**config.mk**
```make
export PLATFORM = sky130hd
export DESIGN_NAME = zeta_pow_gen_flat
export DESIGN_NICKNAME = d
export VERILOG_FILES = /design/src/rtl/zeta_pow_gen_pkg.sv /design/src/rtl/zeta_pow_gen_if.sv /design/src/rtl/zeta_pow_gen_modmul.sv /design/src/rtl/zeta_pow_gen.sv /design/src/flat_wrapper.sv
export SDC_FILE = /design/constraint.sdc
export NUM_CORES = 1
export LEC_CHECK = 0
export CORE_MARGIN = 1.5
export CORE_UTILIZATION = 38
export CTS_CLUSTER_SIZE = 16
export DETAILED_ROUTE_END_ITERATION = 8
export GPL_TIMING_DRIVEN = 0
export MAX_ROUTING_LAYER = met4
export PLACE_DENSITY = 0.61
export SKIP_CTS_REPAIR_TIMING = 1
export SYNTH_ARGS = -nofsm -noshare
export SYNTH_HDL_FRONTEND = slang
export SYNTH_SLANG_ARGS = --single-unit
```
**constraint.sdc**
```tcl
create_clock -name clock -period 13.4 [get_ports clock]
set_input_delay 3.35 -clock clock [delete_from_list [all_inputs] [get_ports clock]]
set_output_delay 3.35 -clock clock [all_outputs]
set_load 0.005 [all_outputs]
```
**src/rtl/zeta_pow_gen_pkg.sv**
```systemverilog
`default_nettype none
// +--------------------------------------------------------------------------+
// | zgen_pkg : shared constants and FSM state type for the ZETA power source |
// | Rev 1.0                                                                  |
// +--------------------------------------------------------------------------+
package zgen_pkg;

    localparam int unsigned Q         = 3329;
    localparam int unsigned BARRETT_M = 5039;
    localparam int unsigned BARRETT_K = 24;
    localparam int unsigned DATA_W    = 12;

    typedef enum logic [1:0] {
        IDLE    = 2'd0,
        EMIT    = 2'd1,
        COMPUTE = 2'd2,
        DONE    = 2'd3
    } state_t;

endpackage
`default_nettype wire

```
**src/rtl/zeta_pow_gen_if.sv**
```systemverilog
`default_nettype none
// +--------------------------------------------------------------------------+
// | zeta_pow_gen_if : twiddle stream (value, index, valid/ready)             |
// | Rev 1.0                                                                  |
// +--------------------------------------------------------------------------+
interface zeta_pow_gen_if
    import zgen_pkg::*;
#(
    parameter int unsigned IDX_W = 6
) ();

    logic [DATA_W-1:0] w_out;
    logic              w_valid;
    logic              w_ready;
    logic [IDX_W-1:0]  w_idx;

    modport master (output w_out, output w_valid, output w_idx, input  w_ready);
    modport slave  (input  w_out, input  w_valid, input  w_idx, output w_ready);

endinterface
`default_nettype wire

```
**src/rtl/zeta_pow_gen_modmul.sv**
```systemverilog
`default_nettype none
// +--------------------------------------------------------------------------+
// | zgen_modmul : 3-stage a*ZETA mod Q (multiply | Barrett qh | sub+correct) |
// | Rev 1.0                                                                  |
// +--------------------------------------------------------------------------+
module zgen_modmul
    import zgen_pkg::*;
#(
    parameter int unsigned ZETA = 17
) (
    input  wire logic              clock,
    input  wire logic              reset,
    input  wire logic              in_valid,
    input  wire logic [DATA_W-1:0] in_a,
    output logic                   out_valid,
    output logic [DATA_W-1:0]      out_r
);

    localparam logic [23:0] c_zeta = 24'(ZETA);

    logic [23:0] r_p;
    logic        r_v1;
    logic [12:0] r_qh;
    logic [12:0] r_plo;
    logic        r_v2;
    logic [12:0] w_r;

    // True remainder lies in [0, 2Q) < 2^13, so 13-bit wraparound arithmetic is exact.
    assign w_r = r_plo - 13'(r_qh * 13'(Q));

    always_ff @(posedge clock) begin
        if (reset) begin
            r_v1      <= 1'b0;
            r_v2      <= 1'b0;
            out_valid <= 1'b0;
            r_p       <= '0;
            r_qh      <= '0;
            r_plo     <= '0;
            out_r     <= '0;
        end else begin
            r_v1      <= in_valid;
            r_p       <= 24'(in_a) * c_zeta;
            r_v2      <= r_v1;
            r_qh      <= 13'((37'(r_p) * 37'(BARRETT_M)) >> BARRETT_K);
            r_plo     <= r_p[12:0];
            out_valid <= r_v2;
            out_r     <= (w_r >= 13'(Q)) ? 12'(w_r - 13'(Q)) : w_r[11:0];
        end
    end

endmodule
`default_nettype wire

```
**src/rtl/zeta_pow_gen.sv**
```systemverilog
`default_nettype none
// +--------------------------------------------------------------------------+
// | zeta_pow_gen : streams ZETA^k mod Q for k = 0..COUNT-1, one per transfer |
// | ZGEN_BITREV_IDX_EN : w_idx carries bit-reversed k instead of natural k   |
// | Rev 1.0                                                                  |
// +--------------------------------------------------------------------------+
module zeta_pow_gen
    import zgen_pkg::*;
#(
    parameter int unsigned ZETA  = 17,
    parameter int unsigned COUNT = 64,
    parameter int unsigned IDX_W = $clog2(COUNT)
) (
    input  wire logic       clock,
    input  wire logic       reset,
    input  wire logic       start,
    output logic            busy,
    output logic            done,
    zeta_pow_gen_if.master  wif
);

    localparam logic [IDX_W-1:0] c_last = IDX_W'(COUNT - 1);

    state_t            r_state;
    state_t            w_next;
    logic [IDX_W-1:0]  r_k;
    logic [1:0]        r_wait;
    logic [DATA_W-1:0] r_acc;
    logic [IDX_W-1:0]  w_idx_map;
    logic              w_xfer;
    logic              w_last;
    logic              w_launch;
    logic              w_mm_valid;
    logic              w_mm_done;
    logic [DATA_W-1:0] w_mm_r;

    assign w_xfer    = (r_state == EMIT) && wif.w_ready;
    assign w_last    = (r_k == c_last);
    assign w_launch  = w_xfer && !w_last;
    assign w_mm_done = (r_state == COMPUTE) && (r_wait == 2'd2) && w_mm_valid;

    zgen_modmul #(.ZETA(ZETA)) u_modmul (
        .clock     (clock),
        .reset     (reset),
        .in_valid  (w_launch),
        .in_a      (r_acc),
        .out_valid (w_mm_valid),
        .out_r     (w_mm_r)
    );

`ifdef ZGEN_BITREV_IDX_EN
    for (genvar gi = 0; gi < IDX_W; gi++) begin : g_bitrev
        assign w_idx_map[gi] = r_k[IDX_W-1-gi];
    end
`else
    assign w_idx_map = r_k;
`endif

    always_ff @(posedge clock) begin
        if (reset) r_state <= IDLE;
        else       r_state <= w_next;
    end

    always_comb begin
        w_next = r_state;
        case (r_state)
            IDLE:    if (start)     w_next = EMIT;
            EMIT:    if (w_xfer)    w_next = w_last ? DONE : COMPUTE;
            COMPUTE: if (w_mm_done) w_next = EMIT;
            DONE:                   w_next = IDLE;
            default:                w_next = IDLE;
        endcase
    end

    always_comb begin
        busy        = (r_state != IDLE);
        done        = (r_state == DONE);
        wif.w_valid = (r_state == EMIT);
        wif.w_out   = '0;
        wif.w_idx   = '0;
        if (r_state == EMIT) begin
            wif.w_out = r_acc;
            wif.w_idx = w_idx_map;
        end
    end

    // Counter/accumulator only move on a transfer or a finished modmul, so a stall freezes them.
    always_ff @(posedge clock) begin
        if (reset) begin
            r_acc  <= DATA_W'(1);
            r_k    <= '0;
            r_wait <= '0;
        end else begin
            case (r_state)
                IDLE: begin
                    if (start) begin
                        r_acc <= DATA_W'(1);
                        r_k   <= '0;
                    end
                end
                EMIT: begin
                    if (w_launch) begin
                        r_k    <= r_k + IDX_W'(1);
                        r_wait <= '0;
                    end
                end
                COMPUTE: begin
                    r_wait <= r_wait + 2'd1;
                    if (w_mm_done) r_acc <= w_mm_r;
                end
                default: ;
            endcase
        end
    end

endmodule
`default_nettype wire

```
**src/flat_wrapper.sv**
```systemverilog
// flat-port wrapper written by rule: the top's interface ports become plain ports
module zeta_pow_gen_flat import zgen_pkg::*;
#(
    parameter int unsigned ZETA  = 17,
    parameter int unsigned COUNT = 64,
    parameter int unsigned IDX_W = $clog2(COUNT)
)
  (clock, reset, start, busy, done, wif_w_out, wif_w_valid, wif_w_idx, wif_w_ready);
  zeta_pow_gen_if #(.IDX_W(IDX_W)) wif_i ();
  input  wire logic clock;
  input  wire logic reset;
  input  wire logic start;
  output logic busy;
  output logic done;
  output wire logic [$bits(wif_i.w_out)-1:0] wif_w_out;
  output wire logic [$bits(wif_i.w_valid)-1:0] wif_w_valid;
  output wire logic [$bits(wif_i.w_idx)-1:0] wif_w_idx;
  input wire logic [$bits(wif_i.w_ready)-1:0] wif_w_ready;
  assign wif_w_out = wif_i.w_out;
  assign wif_w_valid = wif_i.w_valid;
  assign wif_w_idx = wif_i.w_idx;
  assign wif_i.w_ready = wif_w_ready;
  zeta_pow_gen #(.ZETA(ZETA), .COUNT(COUNT), .IDX_W(IDX_W)) u_core (.clock(clock), .reset(reset), .start(start), .busy(busy), .done(done), .wif(wif_i));
endmodule
```
==> results of run 1 <==
==> logic make-up after synthesis <==
group	count (synthesis)	share of synthesized area
AND/OR/NAND/NOR	171	0.115
AO/OA/AOI/OAI	129	0.113
buffers and inverters	188	0.0905
adder cells (fa/ha/maj)	238	0.452
multiplexers	7	0.00930
XOR/XNOR	32	0.0370
flip-flops	74	0.183
==> flip-flops by register name (all words and copies together) (netlist names) <==
| signal | cells |
|---|---|
| u_core.u_modmul.out_r | 12 |
| u_core.u_modmul.r_v1 | 1 |
| u_core.u_modmul.r_plo | 13 |
| u_core.r_k | 6 |
| u_core.r_state | 2 |
| u_core.u_modmul.out_valid | 1 |
| u_core.u_modmul.r_p | 17 |
| u_core.u_modmul.r_v2 | 1 |
| u_core.r_wait | 2 |
| u_core.r_acc | 12 |
| u_core.u_modmul.r_qh | 7 |
==> worst max path at each step <==
stage | start | end | depth (start not counted)
floorplan | u_core.u_modmul.r_p[14] | u_core.u_modmul.r_qh[3] | 16
global placement | u_core.u_modmul.r_p[12] | u_core.u_modmul.r_qh[3] | 16
detailed placement | u_core.u_modmul.r_p[13] | u_core.u_modmul.r_qh[3] | 16
CTS | u_core.u_modmul.r_p[13] | u_core.u_modmul.r_qh[3] | 16
global route | u_core.u_modmul.r_p[14] | u_core.u_modmul.r_qh[3] | 16
finish | u_core.u_modmul.r_p[14] | u_core.u_modmul.r_qh[3] | 16
==> power by group <==
group | leakage (nW) | total (mW) | switching [mW] | internal, mW
Combinational | 3.98 | 0.0770 | 0.0452 | 0.0319
Sequential | 0.601 | 0.230 | 0.00368 | 0.226
Clock | 0.149 | 0.236 | 0.0877 | 0.148
Total | 4.73 | 0.543 | 0.137 | 0.407
==> layer usage <==
metal	GRT usage	share of wire
met5	-	0
met4	0.0307	0.0066
met3	0.0180	0.014
met2	0.268	0.47
met1	0.225	0.51
==> area by class of cell <==
cell class | count | area (sq um) | share of cell area
Buffer | 18 | 92.6 | 0.0103
Clock buffer | 11 | 243 | 0.0271
Clock inverter | 5 | 53.8 | 0.00601
Inverter | 170 | 638 | 0.0713
Multi-Input combinational cell | 577 | 5860 | 0.655
Sequential cell | 74 | 1480 | 0.165
Tap cell | 275 | 344 | 0.0384
Timing Repair Buffer | 24 | 240 | 0.0268
==> through the flow <==
stage | worst slack [ps] | cells | total power, mW | util | hold WS [ps]
floorplan | 8210 | 839 | 0.293 | - | 414
global placement | 7580 | 1138 | 0.311 | 0.413 | 417
finish | 7620 | 1154 | 0.543 | 0.427 | 439
CTS | 7610 | 1154 | 0.548 | 0.427 | 442
detailed placement | 7630 | 1138 | 0.312 | 0.413 | 426
global route | 7300 | 1154 | 0.568 | 0.427 | 453
==> cell usage in the layout (no fill, tap or decap), types with 11 or more instances in the layout <==
cell type        instances
a21o_1                  19
a21oi_1                 34
a22o_1                  11
and2_1                  23
clkbuf_1                12
clkdlybuf4s50_1         24
dfxtp_1                 74
fa_1                    89
ha_1                   149
inv_1                  169
nand2_1                 19
nand3_1                 11
nor2_1                  46
nor2b_1                 26
o21ai_0                 19
xnor2_1                 22
==> impl_metrics.ini, run 1 <==
[global_route]
grt_pass1_wl_mm = 28.0
globalRouteOverflowTotal = 0
grt_max_degree = 13
grt_usage = 0.165
antenna_found_initial = 0
first_global_vias = 5624

[die]
initial_core_util = 0.385
io_pins = 25
die_y_um = 149
fp.dieW_um = 149
dieArea_sq_mm = 0.0221
core_area_sq_mm = 0.0210
placement_rows = 53

[critical_path]
critPathTopFamily = adder cells
reg2reg_depth = 16
cp_common_cell = fa_1
r2r_start = u_core.u_modmul.r_p[14]
slowest_stage = dfxtp_1
slowest_delay_ps = 610
r2r_slack_ps = 7620
crit_fanout = 7
crit_path_end_kind = flop
cp.required_ps = 13610
crit_chain = fa_1 -> fa_1 -> fa_1 -> fa_1 -> inv_1 -> fa_1 -> inv_1 -> ha_1 -> a21o_1 -> a21o_1 -> a21o_1 -> a221oi_1 -> nor2b_1 -> or3_1 -> a21oi_1 -> mux2_1
critPathLaunchType = flop
crit_type = reg -> reg
cp_num_buf_inv = 2
arrival_ps = 5980
r2r_end = u_core.u_modmul.r_qh[3]

[timing]
fin_crit_sh = 0.431
fin_crit_ps = 5780
max_slew_margin = 0.491
fmax_mhz = 173
drv_slew = 0
worst_pin_slew_ps = 756
clock_skew_ps = 7.31
rsz0062_at_grt = false
finalSetupViolations = 0
hold_viol = 0
setup_tns_ps = 0

[yosys]
syn_inst = 839
synth_area_leaders = ha_1 (23%), fa_1 (22%), dfxtp_1 (18%)
synth.avg_cell_area_sq_um = 9.62
ys_types = 70
synth_warnings = 0
synth-main-ff-cell = dfxtp_1
netlist_top_cells_count = inv_1 (169), ha_1 (149), fa_1 (89)
synth.most_common_cell = inv_1
yosysTopAreaCellShare = 0.231
synth_top_area_cell = ha_1
synth_edf_count = 0
seq_area_frac_synth = 0.183
ys_ff_latch = 74
syn_area_sq_mm = 0.00807
synth-async-reset-ratio = 0
synth_fp_nets = 1081

[routing]
vias = 5502
vias_per_cell = 4.77
dr.pass1.iters = 4
avgRoutedWirePerCell_um = 14.4
drtIter0Drc = 206
drc = 0
drt_wl_total_mm = 16.6
ant_nets = 0

[cts]
cts_tree = built
htree_levels = 3
cts.sinks = 74
cts_inserted_buffers = 9
root_buffer = clkbuf_16
clockBufferDepth = 2
clk_pin_slew_ps = 60
worstSkewPairLatency_ps = 330

[power_and_ir_drop]
peakVddDrop_mv = 0.0610
p_leak_nw = 4.73
power_per_cell_area_mw_per_mm2 = 60.7

[run]
maxCapViolCount = 0

[place]
place_area_sq_mm = 0.00866
place.detailed.hpwl_mm = 13.8
port_buffers = 24
place_congestion = 0.865

[worst_hold_path]
hold_depth = 1
hold_class = reg -> reg
min-delay-start = u_core.u_modmul.out_r[4]
holdPathEnd = u_core.r_acc[4]

[final_layout]
syn_to_final_growth_pct = 10.9
layout-drive-gt1-share = 0.0478
nFillCells = 2094
final_nets = 1116
antennaDiodeCount = 0
final_cell_area_sq_mm = 0.00895

[run_status]
status = finished, final reports clean
Power figures use the tool's default switching activity.
==> run 2, diff against run 1 <==
PLACE_DENSITY = 0.63   (was 0.61)
clock period = 5.1 ns   (was 13.4 ns; I/O delays follow)
==> run 2 against run 1 <==
The flow now finishes with violations (negative setup slack). Critical path depth did not move. Clock skew is 1.1 ps higher. Flip-flop and latch count unchanged. Highest routed layer unchanged.
==> impl_metrics.ini, run 2 (synthesized netlist as in run 1, its figures left out) <==
[power_and_ir_drop]
clkPwrFrac = 0.462
power_frac_seq = 0.400
peakVddDrop_mv = 0.214
switching_share = 0.261
power.internal_mw = 1.11
combPwrFrac = 0.138
power_per_cell_area_mw_per_mm2 = 163
switching_power_mw = 0.390
p_leak_nw = 4.81

[critical_path]
crit_chain = fa_1 -> fa_1 -> fa_1 -> fa_1 -> inv_1 -> fa_1 -> inv_2 -> ha_4 -> a21o_1 -> a21o_1 -> a21o_1 -> a221oi_4 -> nor2b_2 -> or3_4 -> a21oi_2 -> mux2_4
crit_fanout = 6
slowest_stage = fa_1
critPathTopFamily = adder cells
critPathLaunchType = flop
cp_common_cell = fa_1
cp.required_ps = 5310
cp_num_buf_inv = 2
crit_path_end_kind = flop
crit_type = reg -> reg
slowest_delay_ps = 590
arrival_ps = 5350

[die]
io_pins = 25
placement_rows = 53
core_area_sq_mm = 0.0210
dieArea_sq_mm = 0.0221
initial_core_util = 0.385
fp.dieW_um = 149
die_y_um = 149

[cts]
clockBufferDepth = 2
htree_levels = 3
cts.sinks = 74
worstSkewPairLatency_ps = 330
cts_inserted_buffers = 9
clk_pin_slew_ps = 60
root_buffer = clkbuf_16
cts_tree = built

[timing]
fin_crit_ps = 5140
fmax_mhz = 195
rsz0062_at_grt = true
max_slew_margin = 0.537
setup_slack_ps = -37.8
drv_slew = 0
worst_pin_slew_ps = 688
clock_skew_ps = 8.39
fin_crit_sh = 1.01
holdWs_ps = 436
finalSetupViolations = 1
hold_viol = 0

[routing]
avgRoutedWirePerCell_um = 14.5
vias_per_cell = 4.83
ant_nets = 0
vias = 5635
drt_wl_total_mm = 16.9
drtIter0Drc = 212
drc = 0
dr.pass1.iters = 4

[worst_hold_path]
hold_class = reg -> reg

[final_layout]
final_nets = 1128
stdcell_count = 1166
syn_to_final_growth_pct = 14.0
largest_reg_flops = 17
antennaDiodeCount = 0
layout-drive-gt1-share = 0.0932
largest-register = u_core.u_modmul.r_p
layout_commonest_cell = inv_1
final_cell_mix = inv_1 (168), ha_1 (148), fa_1 (87), dfxtp_1 (61), nor2_1 (46)
largestRegisters = u_core.u_modmul.r_p x17, u_core.u_modmul.r_plo x13

[place]
post-place-ws_ps = -661
dp_cells = 1138
place.detailed.hpwl_mm = 13.7
place_congestion = 0.863
port_buffers = 24

[global_route]
first_global_vias = 5664
globalRouteOverflowTotal = 0
grt_pass1_wl_mm = 28.1
grt_max_degree = 15
antenna_found_initial = 0
grt_usage = 0.166

[run_status]
status = finished, violations left
violations = negative setup slack

[run]
maxCapViolCount = 0
==> run 2: area by class of cell <==
cell class	count	area [sq um]
timing repair buffer	36	330
inverter	170	638
buffer	18	92.6
multi-input combinational	577	5950
fill	2062	11800
clock buffer	9	225
tap	275	344
sequential	74	1520
clock inverter	7	100
==> run 2: power groups by stage <==
stage | Combinational, mW | Clock (mW) | Sequential [mW]
floorplan | 0.157 | 0 | 0.612
global placement | 0.201 | 0 | 0.617
detailed placement | 0.204 | 0 | 0.617
CTS | 0.205 | 0.699 | 0.604
global route | 0.236 | 0.728 | 0.601
finish | 0.207 | 0.691 | 0.599
==> run 2: metrics by stage <==
step,instance area [sq um],power (mW),utilization,TNS [ps]
after global placement,8660,0.818,0.413,-2380
after floorplan,8080,0.769,-,0
after detailed placement,8660,0.821,0.413,-2330
after global routing,9200,1.57,0.439,-267
after CTS,8990,1.51,0.429,-2640
final,9200,1.50,0.439,-37.8
==> run 2: worst reg2reg max path, cell delays in order, from the launching register on <==
cell and delay [ps]:
dfxtp_4 390, fa_1 590, fa_1 440, fa_1 470
fa_1 520, inv_1 50, fa_1 490, inv_2 50
ha_4 210, a21o_1 160, a21o_1 150, a21o_1 180
a221oi_4 350, nor2b_2 90, or3_4 410, a21oi_2 160
mux2_4 320
==> run 2: path summary, 6_finish.rpt <==
kind	startpoint	endpoint	slack, ps	cells past startpoint
worst min-delay path	u_core.u_modmul.out_r[9]	u_core.r_acc[9]	440	1
worst min register to register	u_core.u_modmul.out_r[9]	u_core.r_acc[9]	440	1
worst max register to register	u_core.u_modmul.r_p[13]	u_core.u_modmul.r_qh[3]	-40	16
worst max-delay path	u_core.u_modmul.r_p[13]	u_core.u_modmul.r_qh[3]	-40	16
==> run 2: metal layers <==
layer  GRT usage  share of wire
met5           -              0
met3      0.0239          0.030
met4      0.0257         0.0081
met2       0.267           0.47
met1       0.225           0.49
==> run 3, diff against run 2 <==
==> constraint.sdc (replaced) <==
create_clock -name clock -period 5.1 [get_ports clock]
set_input_delay 1.53 -clock clock [delete_from_list [all_inputs] [get_ports clock]]
set_output_delay 1.53 -clock clock [all_outputs]
set_load 0.005 [all_outputs]
==> results of run 3 <==
No change in the layout: final DEF, timing and power equal those of run 2.
